--- config.mk ---
export PLATFORM = sky130hd
export DESIGN_NAME = wb_burst_master_flat
export DESIGN_NICKNAME = d
export VERILOG_FILES = /design/src/rtl/wb_burst_master_if.sv /design/src/rtl/wb_burst_master.sv /design/src/flat_wrapper.sv
export SDC_FILE = /design/constraint.sdc
export NUM_CORES = 1
export LEC_CHECK = 0
export ABC_AREA = 1
export CAP_MARGIN = 20
export CORE_MARGIN = 8
export CORE_UTILIZATION = 46
export DETAILED_ROUTE_END_ITERATION = 8
export MAX_ROUTING_LAYER = met4
export PLACE_DENSITY = 0.95
export SETUP_SLACK_MARGIN = 0.4
export SLEW_MARGIN = 20
export SYNTH_ARGS = -nofsm -noshare
export SYNTH_HDL_FRONTEND = slang
export SYNTH_SLANG_ARGS = --single-unit
export TNS_END_PERCENT = 30
--- constraint.sdc ---
create_clock -name sys_clk -period 3.1 [get_ports sys_clk]
set_input_delay 0.775 -clock sys_clk [delete_from_list [all_inputs] [get_ports sys_clk]]
set_output_delay 0.775 -clock sys_clk [all_outputs]
set_load 0.01 [all_outputs]
--- src/rtl/wb_burst_master_if.sv ---
`default_nettype none
// ============================================================================
// Module   : wb_burst_master_if
// Brief    : Command, write/read data streams and Wishbone master bus bundle
// Revision : 1.0
// ============================================================================
interface wb_burst_master_if #(
  parameter int aw = 32,
  parameter int dw = 32
) ();
  logic            cmd_valid;
  logic            cmd_ready;
  logic [aw-1:0]   cmd_addr;
  logic            cmd_we;
  logic [7:0]      cmd_len;
  logic            wdata_valid;
  logic            wdata_ready;
  logic [dw-1:0]   wdata;
  logic            rdata_valid;
  logic [dw-1:0]   rdata;
  logic            wb_cyc_i;
  logic            wb_stb_i;
  logic            wb_we_i;
  logic [aw-1:0]   wb_addr_i;
  logic [dw-1:0]   wb_dat_i;
  logic [dw/8-1:0] wb_sel_i;
  logic [2:0]      wb_cti_i;
  logic            wb_ack_o;
  logic [dw-1:0]   wb_dat_o;

  modport master (
    input  cmd_valid, cmd_addr, cmd_we, cmd_len,
    output cmd_ready,
    input  wdata_valid, wdata,
    output wdata_ready,
    output rdata_valid, rdata,
    output wb_cyc_i, wb_stb_i, wb_we_i, wb_addr_i, wb_dat_i, wb_sel_i, wb_cti_i,
    input  wb_ack_o, wb_dat_o
  );

  modport slave (
    output cmd_valid, cmd_addr, cmd_we, cmd_len,
    input  cmd_ready,
    output wdata_valid, wdata,
    input  wdata_ready,
    input  rdata_valid, rdata,
    input  wb_cyc_i, wb_stb_i, wb_we_i, wb_addr_i, wb_dat_i, wb_sel_i, wb_cti_i,
    output wb_ack_o, wb_dat_o
  );
endinterface
`default_nettype wire

--- src/rtl/wb_burst_master.sv ---
`default_nettype none
// ============================================================================
// Module   : wb_burst_master
// Brief    : Turns addr/len commands into Wishbone incrementing bursts toward
//            an SDRAM controller. Optional macro WB_ACK_TIMEOUT_EN adds an
//            ack watchdog that aborts a stalled burst and pulses err.
// Revision : 1.0
// ============================================================================
module wb_burst_master #(
  parameter int aw = 32,
  parameter int dw = 32
) (
  input  wire logic         sys_clk,
  input  wire logic         RESETN,
  input  wire logic         sdr_init_done,
  wb_burst_master_if.master bus,
  output logic              busy,
  output logic              done,
  output logic              err
);

  localparam logic [aw-1:0]   c_stride  = aw'(dw / 8);
  localparam logic [dw/8-1:0] c_sel_all = '1;

  typedef enum logic [1:0] {
    S_IDLE  = 2'd0,
    S_BURST = 2'd1,
    S_DONE  = 2'd2
  } state_t;

  state_t        r_state;
  state_t        w_next;

  logic [aw-1:0] r_addr;
  logic          r_we;
  logic [7:0]    r_left;       // beats remaining after the current one
  logic          r_single;
  logic          r_rdata_valid;
  logic [dw-1:0] r_rdata;

  logic          w_in_burst;
  logic          w_last;
  logic          w_stb;
  logic          w_beat;
  logic          w_accept;
  logic          w_timeout;

  assign w_in_burst = (r_state == S_BURST);
  assign w_last     = (r_left == 8'd0);

  // Bus-facing decode depends only on state and registered context, never on
  // ack, so the slave may answer combinationally without forming a loop.
  always_comb begin : p_bus_out
    w_stb         = 1'b0;
    bus.cmd_ready = 1'b0;
    bus.wb_cyc_i  = 1'b0;
    bus.wb_we_i   = 1'b0;
    bus.wb_addr_i = '0;
    bus.wb_dat_i  = '0;
    bus.wb_sel_i  = '0;
    bus.wb_cti_i  = 3'b000;
    busy          = 1'b0;
    done          = 1'b0;
    case (r_state)
      S_IDLE: begin
        bus.cmd_ready = sdr_init_done & RESETN;
      end
      S_BURST: begin
        busy          = 1'b1;
        bus.wb_cyc_i  = 1'b1;
        w_stb         = r_we ? bus.wdata_valid : 1'b1;
        bus.wb_we_i   = r_we;
        bus.wb_addr_i = r_addr;
        bus.wb_dat_i  = r_we ? bus.wdata : '0;
        bus.wb_sel_i  = c_sel_all;
        if (r_single)
          bus.wb_cti_i = 3'b000;
        else if (w_last)
          bus.wb_cti_i = 3'b111;
        else
          bus.wb_cti_i = 3'b010;
      end
      S_DONE: begin
        busy = 1'b1;
        done = 1'b1;
      end
      default: begin
        busy = 1'b0;
      end
    endcase
  end

  assign bus.wb_stb_i    = w_stb;
  assign w_beat          = w_in_burst & w_stb & bus.wb_ack_o;
  assign w_accept        = bus.cmd_valid & bus.cmd_ready;
  assign bus.wdata_ready = w_beat & r_we;
  assign bus.rdata_valid = r_rdata_valid;
  assign bus.rdata       = r_rdata;

  always_ff @(posedge sys_clk) begin : p_state
    if (!RESETN)
      r_state <= S_IDLE;
    else
      r_state <= w_next;
  end

  always_comb begin : p_next
    w_next = r_state;
    case (r_state)
      S_IDLE: begin
        if (w_accept)
          w_next = S_BURST;
      end
      S_BURST: begin
        if (w_beat && w_last)
          w_next = S_DONE;
        else if (w_timeout)
          w_next = S_IDLE;
      end
      S_DONE: begin
        w_next = S_IDLE;
      end
      default: begin
        w_next = S_IDLE;
      end
    endcase
  end

  always_ff @(posedge sys_clk) begin : p_datapath
    if (!RESETN) begin
      r_addr        <= '0;
      r_we          <= 1'b0;
      r_left        <= 8'd0;
      r_single      <= 1'b0;
      r_rdata_valid <= 1'b0;
      r_rdata       <= '0;
    end else begin
      r_rdata_valid <= w_beat & ~r_we;
      if (w_beat && !r_we)
        r_rdata <= bus.wb_dat_o;
      if (w_accept) begin
        r_addr   <= bus.cmd_addr;
        r_we     <= bus.cmd_we;
        // A zero length still moves one beat.
        r_left   <= (bus.cmd_len == 8'd0) ? 8'd0 : bus.cmd_len - 8'd1;
        r_single <= (bus.cmd_len <= 8'd1);
      end else if (w_beat) begin
        r_addr <= r_addr + c_stride;
        if (!w_last)
          r_left <= r_left - 8'd1;
      end
    end
  end

`ifdef WB_ACK_TIMEOUT_EN
  logic [7:0] r_wdog;
  logic       r_err;

  // The 255th consecutive unacked strobe cycle is the one that trips.
  assign w_timeout = w_in_burst & w_stb & ~bus.wb_ack_o & (r_wdog == 8'd254);

  always_ff @(posedge sys_clk) begin : p_wdog
    if (!RESETN) begin
      r_wdog <= 8'd0;
      r_err  <= 1'b0;
    end else begin
      r_err <= w_timeout;
      if (w_in_burst && w_stb && !bus.wb_ack_o && !w_timeout)
        r_wdog <= r_wdog + 8'd1;
      else
        r_wdog <= 8'd0;
    end
  end

  assign err = r_err;
`else
  assign w_timeout = 1'b0;
  assign err       = 1'b0;
`endif

endmodule
`default_nettype wire

--- src/flat_wrapper.sv ---
// flat-port wrapper written by rule: the top's interface ports become plain ports
module wb_burst_master_flat 
#(
  parameter int aw = 32,
  parameter int dw = 32
)
  (sys_clk, RESETN, sdr_init_done, busy, done, err, bus_cmd_valid, bus_cmd_addr, bus_cmd_we, bus_cmd_len, bus_cmd_ready, bus_wdata_valid, bus_wdata, bus_wdata_ready, bus_rdata_valid, bus_rdata, bus_wb_cyc_i, bus_wb_stb_i, bus_wb_we_i, bus_wb_addr_i, bus_wb_dat_i, bus_wb_sel_i, bus_wb_cti_i, bus_wb_ack_o, bus_wb_dat_o);
  wb_burst_master_if #(.aw(aw), .dw(dw)) bus_i ();
  input  wire logic sys_clk;
  input  wire logic RESETN;
  input  wire logic sdr_init_done;
  output logic busy;
  output logic done;
  output logic err;
  input wire logic [$bits(bus_i.cmd_valid)-1:0] bus_cmd_valid;
  input wire logic [$bits(bus_i.cmd_addr)-1:0] bus_cmd_addr;
  input wire logic [$bits(bus_i.cmd_we)-1:0] bus_cmd_we;
  input wire logic [$bits(bus_i.cmd_len)-1:0] bus_cmd_len;
  output wire logic [$bits(bus_i.cmd_ready)-1:0] bus_cmd_ready;
  input wire logic [$bits(bus_i.wdata_valid)-1:0] bus_wdata_valid;
  input wire logic [$bits(bus_i.wdata)-1:0] bus_wdata;
  output wire logic [$bits(bus_i.wdata_ready)-1:0] bus_wdata_ready;
  output wire logic [$bits(bus_i.rdata_valid)-1:0] bus_rdata_valid;
  output wire logic [$bits(bus_i.rdata)-1:0] bus_rdata;
  output wire logic [$bits(bus_i.wb_cyc_i)-1:0] bus_wb_cyc_i;
  output wire logic [$bits(bus_i.wb_stb_i)-1:0] bus_wb_stb_i;
  output wire logic [$bits(bus_i.wb_we_i)-1:0] bus_wb_we_i;
  output wire logic [$bits(bus_i.wb_addr_i)-1:0] bus_wb_addr_i;
  output wire logic [$bits(bus_i.wb_dat_i)-1:0] bus_wb_dat_i;
  output wire logic [$bits(bus_i.wb_sel_i)-1:0] bus_wb_sel_i;
  output wire logic [$bits(bus_i.wb_cti_i)-1:0] bus_wb_cti_i;
  input wire logic [$bits(bus_i.wb_ack_o)-1:0] bus_wb_ack_o;
  input wire logic [$bits(bus_i.wb_dat_o)-1:0] bus_wb_dat_o;
  assign bus_i.cmd_valid = bus_cmd_valid;
  assign bus_i.cmd_addr = bus_cmd_addr;
  assign bus_i.cmd_we = bus_cmd_we;
  assign bus_i.cmd_len = bus_cmd_len;
  assign bus_cmd_ready = bus_i.cmd_ready;
  assign bus_i.wdata_valid = bus_wdata_valid;
  assign bus_i.wdata = bus_wdata;
  assign bus_wdata_ready = bus_i.wdata_ready;
  assign bus_rdata_valid = bus_i.rdata_valid;
  assign bus_rdata = bus_i.rdata;
  assign bus_wb_cyc_i = bus_i.wb_cyc_i;
  assign bus_wb_stb_i = bus_i.wb_stb_i;
  assign bus_wb_we_i = bus_i.wb_we_i;
  assign bus_wb_addr_i = bus_i.wb_addr_i;
  assign bus_wb_dat_i = bus_i.wb_dat_i;
  assign bus_wb_sel_i = bus_i.wb_sel_i;
  assign bus_wb_cti_i = bus_i.wb_cti_i;
  assign bus_i.wb_ack_o = bus_wb_ack_o;
  assign bus_i.wb_dat_o = bus_wb_dat_o;
  wb_burst_master #(.aw(aw), .dw(dw)) u_core (.sys_clk(sys_clk), .RESETN(RESETN), .sdr_init_done(sdr_init_done), .bus(bus_i), .busy(busy), .done(done), .err(err));
endmodule
==> impl_metrics.ini, run 1 <==
[sta]
tightest_slew_ns = 0.635
timing.fmax_mhz = 361
post-route-period-util = 0.892
min_period_ns = 2.77
rsz0062_at_grt = yes
slew-limit-headroom = 0.577
setup_tns_ns = 0
finalSetupViolCount = 0
slew_violations = 0
setup_ws_ns = 0.334
skew_ns = 0.0106
finalHoldViolCount = 0

[setup_path]
path_cells = clkdlybuf4s50_1 -> nand2_1 -> nor2_1 -> clkdlybuf4s50_1
crit_path_end_kind = output port
path_buf_inv = 2
crit_top_cell = clkdlybuf4s50_1
path_class = primary input to output port
path_max_fanout = 2
cpMaxStageDelayCell = clkdlybuf4s50_1
required_ns = 2.32
critPathTopFamily = buffers and inverters
worst_path_largest_cell_delay_ns = 0.54
critPathLaunchType = primary input
worst_ep_arrival_time_ns = 1.99

[final_layout]
final_cell_area_um2 = 7560
diodes = 0
fillers = 897
regArea_um2 = 1540
final_nets = 1150
area_growth_pct = 52.3
drive_above_1_share = 0.0531
multi_input_area_um2 = 2700
layout_commonest_cell = nand2_1
mostFrequentLayoutCells = 214 x nand2_1, 195 x clkdlybuf4s50_1, 127 x inv_1

[synth]
avgSynthCellArea_um2 = 5.98
netlist_area_um2 = 4970
ys_ff_latch = 77
yosys_warnings = 0
synth_nets = 950
ys_seq_area_frac = 0.310
synth-edff-count = 0
syn_inst = 830
synthFlopType = dfxtp_1
synth_async_sr_flop_share = 0
yosysUniqueCellTypes = 36

[global_route]
grt_use_total = 0.235
grt_pass1_wl_um = 27400
overflow = 0
antenna_found_initial = 0
grt_max_degree = 57
first_global_vias = 5619

[detailed_routing]
num_vias = 5959
dr.pass1.iters = 6
drt_iter0_markers = 418
drt-met1-wl_um = 7090
viasPerCell = 5.07
ant_nets = 0
wl_met2_um = 8500
postRouteWirelength_um = 17200
drcViolationCount = 0
dr_wl_met3_um = 1330
top_layer = met4
post_drt_wl_per_cell_um = 14.7

[clock_network]
cts_setup_buffers = 0
h-tree-depth = 3
cts_max_path_buffers = 2
cts_tree = yes
cts_hold_buf = 0
root_buffer = clkbuf_8
clkSlewWorstSetupHoldPaths_ns = 0.09
insertion_delay_ns = 0.35
clkSinkCount = 77
cts_buffers = 9

[place]
pre_cts_slack_ns = 0.185
place.gp.congestion = 0.946
post-dp-hpwl_um = 13000
port_buffers = 221
placed_cell_area_um2 = 7230

[power]
powerDensity_nw_per_um2 = 330
ir_worst_vdd_v = 0.000276
p_total_uw = 2490
leakagePower_uw = 0.00363

[job]
maxCapViolCount = 0

[die]
die_y_um = 120
core_area_um2 = 10700
start_util = 0.464
ioPinCount = 223
die-area_um2 = 14400
die_w_um = 120
row_count = 38

[min_path]
hp-class = flop to flop

[run_status]
status = finished clean
[registers in the layout, summed over array words and instances (netlist names)]
signal	flops
u_core.r_addr	32
u_core.bus.rdata_valid	1
u_core.r_left	8
u_core.r_single	1
u_core.r_we	1
u_core.r_state	2
u_core.bus.rdata	32
[cells by family (layout without fill, tap and decap cells)]
| kind of cell | Yosys count | in the layout | share of synthesized area |
|---|---|---|---|
| and+or+nand+nor | 442 | 442 | 0.380 |
| DFF | 77 | 77 | 0.310 |
| buffers and inverters | 179 | 384 | 0.149 |
| AOI/OAI and AO/OA | 113 | 113 | 0.121 |
| xor gates and xnor gates | 9 | 9 | 0.0159 |
| other | 1 | 1 | 0.000755 |
| adders and majority gates | 9 | 9 | 0.0227 |
[worst register-to-register path: cells and delay by family, from the launching register on]
family / cells / cell delay [ns]
flops: 1 / 0.35
buf+inv: 5 / 0.99
fa+ha+maj: 1 / 0.18
simple gates: 3 / 0.41
compound gates: 1 / 0.07
[path summary, 6_finish.rpt]
| check | startpoint | endpoint | slack (ns) | depth (start not counted) |
|---|---|---|---|---|
| worst min-delay path | u_core.bus.rdata[24] | u_core.bus.rdata[24] | 0.46 | 2 |
| worst max register to register | u_core.r_state[1] | u_core.bus.rdata[14] | 0.95 | 10 |
| worst min register to register | u_core.bus.rdata[24] | u_core.bus.rdata[24] | 0.46 | 2 |
| worst max-delay path | sdr_init_done | bus_cmd_ready | 0.33 | 4 |
[per-stage QoR]
step           hold slack, ns  utilization  cells
2_1_floorplan           0.443            -    830
3_3_place_gp            0.445        0.676   1159
3_5_place_dp            0.452        0.676   1159
4_1_cts                 0.466        0.701   1175
5_1_grt                 0.479        0.707   1175
6_report                0.463        0.707   1175
[layout make-up]
cell class                 instances  area share
clock buffer                       9      0.0164
clock inverter                     7      0.0170
inverter                         134      0.0665
multi-input combinational        574       0.357
sequential                        77       0.204
tap                              140      0.0232
timing repair buffer             234       0.316
[power breakdown]
part	leakage, uW	internal, uW	switching [uW]
clock network	0.000124	549	420
registers	0.000625	1020	33.5
logic	0.00288	244	226
[Yosys cell counts, types with 3 or more instances]
master | count | area share
nand3b_1 | 4 | 0.0060
inv_1 | 128 | 0.097
o21ai_1 | 6 | 0.0060
a31oi_1 | 7 | 0.0088
dfxtp_1 | 77 | 0.31
xnor2_1 | 3 | 0.0053
xor2_1 | 6 | 0.011
buf_2 | 18 | 0.018
clkbuf_1 | 14 | 0.011
nor3_1 | 8 | 0.0081
nand4_1 | 6 | 0.0076
o211ai_1 | 5 | 0.0076
nand2_2 | 4 | 0.0050
a21oi_1 | 61 | 0.061
o21ai_0 | 28 | 0.028
buf_1 | 3 | 0.0023
inv_2 | 5 | 0.0038
nand3_1 | 88 | 0.089
ha_1 | 9 | 0.023
buf_4 | 8 | 0.012
nor2_1 | 105 | 0.079
nand2_1 | 214 | 0.16
nor2_2 | 8 | 0.010
[routing by layer]
layer,track usage,up-vias
met5,-,-
met4,0.0749,0
met3,0.0465,31
met2,0.393,271
met1,0.279,2677
li1,-,2980
[what timing repair did]
action | in CTS | in global routing
endpoints found under the hold margin | 0 | 0
cloned | 0 | 0
resized for setup | 11 | 26
endpoints found under the setup margin | 68 | 67
No activity file was read; power rests on OpenSTA's default activity.
==> run 2, diff against run 1 <==
--- a/config.mk
+++ b/config.mk
@@ -8,10 +8,10 @@
 export ABC_AREA = 1
 export CAP_MARGIN = 20
 export CORE_MARGIN = 8
-export CORE_UTILIZATION = 46
+export CORE_UTILIZATION = 43
 export DETAILED_ROUTE_END_ITERATION = 8
 export MAX_ROUTING_LAYER = met4
-export PLACE_DENSITY = 0.95
+export PLACE_DENSITY = 0.91
 export SETUP_SLACK_MARGIN = 0.4
 export SLEW_MARGIN = 20
 export SYNTH_ARGS = -nofsm -noshare
==> constraint.sdc (replaced) <==
create_clock -name sys_clk -period 2.7 [get_ports sys_clk]
set_input_delay 0.27 -clock sys_clk [delete_from_list [all_inputs] [get_ports sys_clk]]
set_output_delay 0.27 -clock sys_clk [all_outputs]
set_load 0.01 [all_outputs]
==> run 2 against run 1 <==
  * Power is 21% higher
  * Clock-buffer cell count stayed put
  * Sequential share of layout area is 0.13 points lower
  * Critical path type is now flop to output port
  * Worst setup slack better by 0.13 ns
  * Hold slack better by 0.0016 ns
  * Clock skew is 0.0011 ns lower
  * Die area is 6.0% higher
==> impl_metrics.ini, run 2 (synthesis gave the netlist of run 1 again) <==
[die]
row_count = 39
die_w_um = 123
die-area_um2 = 15200
core_area_um2 = 11400
start_util = 0.437
ioPinCount = 223
die_y_um = 123

[final_layout]
layout_commonest_cell = nand2_1
layout.core_utilization = 0.669
final_nets = 1153
diodes = 0
drive_above_1_share = 0.0549
final_cell_area_um2 = 7610
mostFrequentLayoutCells = 214 x nand2_1, 206 x clkdlybuf4s50_1, 128 x inv_1
area_growth_pct = 53.2

[clock_network]
root_buffer = clkbuf_16
cts_setup_buffers = 0
clkSlewWorstSetupHoldPaths_ns = 0.07
h-tree-depth = 3
cts_hold_buf = 0
clkSinkCount = 77
cts_tree = yes
cts_max_path_buffers = 2
cts_buffers = 9
insertion_delay_ns = 0.34
cts_resized = 7

[global_route]
grt_use_total = 0.228
first_global_vias = 5709
grt_max_degree = 57
grt_pass1_wl_um = 27500
overflow = 0
antenna_found_initial = 0

[setup_path]
worst_ep_arrival_time_ns = 1.97
crit_path_end_kind = output port
r2r_slack_ns = 0.68
ff2ff_path_depth = 10
required_ns = 2.43
path_class = flop to output port
path_max_fanout = 33
critPathLaunchType = flop

[detailed_routing]
postRouteWirelength_um = 17600
ant_nets = 0
wl_met2_um = 8630
dr_wl_met3_um = 1530
viasPerCell = 5.00
num_vias = 5909
dr.pass1.iters = 5
drt_iter0_markers = 444
drcViolationCount = 0
drt-met1-wl_um = 7040
top_layer = met4
post_drt_wl_per_cell_um = 14.9

[sta]
slew_violations = 0
min_period_ns = 2.24
timing.fmax_mhz = 447
rsz0062_at_grt = no
finalHoldViolCount = 0
slew-limit-headroom = 0.592
tightest_slew_ns = 0.612
timing.hold.ws_ns = 0.465
finalSetupViolCount = 0
post-route-period-util = 0.828
skew_ns = 0.00950
setup_tns_ns = 0

[place]
place.gp.congestion = 0.944
post-dp-hpwl_um = 13300
port_buffers = 221
placed_cell_area_um2 = 7240

[job]
maxCapViolCount = 0

[power]
powerDensity_nw_per_um2 = 397
ir_worst_vdd_v = 0.000423
leakagePower_uw = 0.00349
p_total_uw = 3020

[run_status]
status = finished clean

[min_path]
hp-class = flop to flop
hold_path_depth = 2
run 2: path summary, 6_finish.rpt:
check                                            end            startpoint
worst max register to register      u_core.r_left[5]     u_core.r_state[1]
worst min register to register  u_core.bus.rdata[18]  u_core.bus.rdata[18]
worst max-delay path                 bus_wb_dat_i[0]     u_core.r_state[1]
worst min-delay path            u_core.bus.rdata[18]  u_core.bus.rdata[18]
run 2: per-stage QoR:
| step | setup WS [ns] | instances |
|---|---|---|
| after global routing | 0.398 | 1181 |
| after detailed placement | 0.548 | 1165 |
| after floorplan | 0.911 | 830 |
| after global placement | 0.571 | 1165 |
| after CTS | 0.418 | 1181 |
| final | 0.464 | 1181 |
run 2: layer usage:
layer | vias to the layer above | track usage
met1 | 2609 | 0.268
met5 | - | -
met2 | 282 | 0.379
li1 | 2994 | -
met4 | 0 | 0.0647
met3 | 24 | 0.0566
run 2: area by class of cell:
| cell class | instances | area [um2] |
|---|---|---|
| Fill cell | 985 | 3760 |
| Sequential cell | 77 | 1540 |
| Multi-Input combinational cell | 574 | 2710 |
| Clock inverter | 7 | 81.3 |
| Inverter | 134 | 503 |
| Timing Repair Buffer | 237 | 2370 |
| Tap cell | 143 | 179 |
| Clock buffer | 9 | 225 |
run 2: power breakdown:
| group | leakage (uW) | internal (uW) | switching (uW) |
|---|---|---|---|
| clock network | 0.000141 | 729 | 521 |
| logic | 0.00272 | 282 | 270 |
| registers | 0.000625 | 1170 | 38.9 |
run 2: critical path, stage by stage (launching register included):
cell             delay (ns)
dfxtp_1                0.33
inv_1                  0.13
ha_4                   0.19
nand2_1                0.11
buf_8                  0.20
nor2_1                 0.10
clkdlybuf4s50_1        0.56
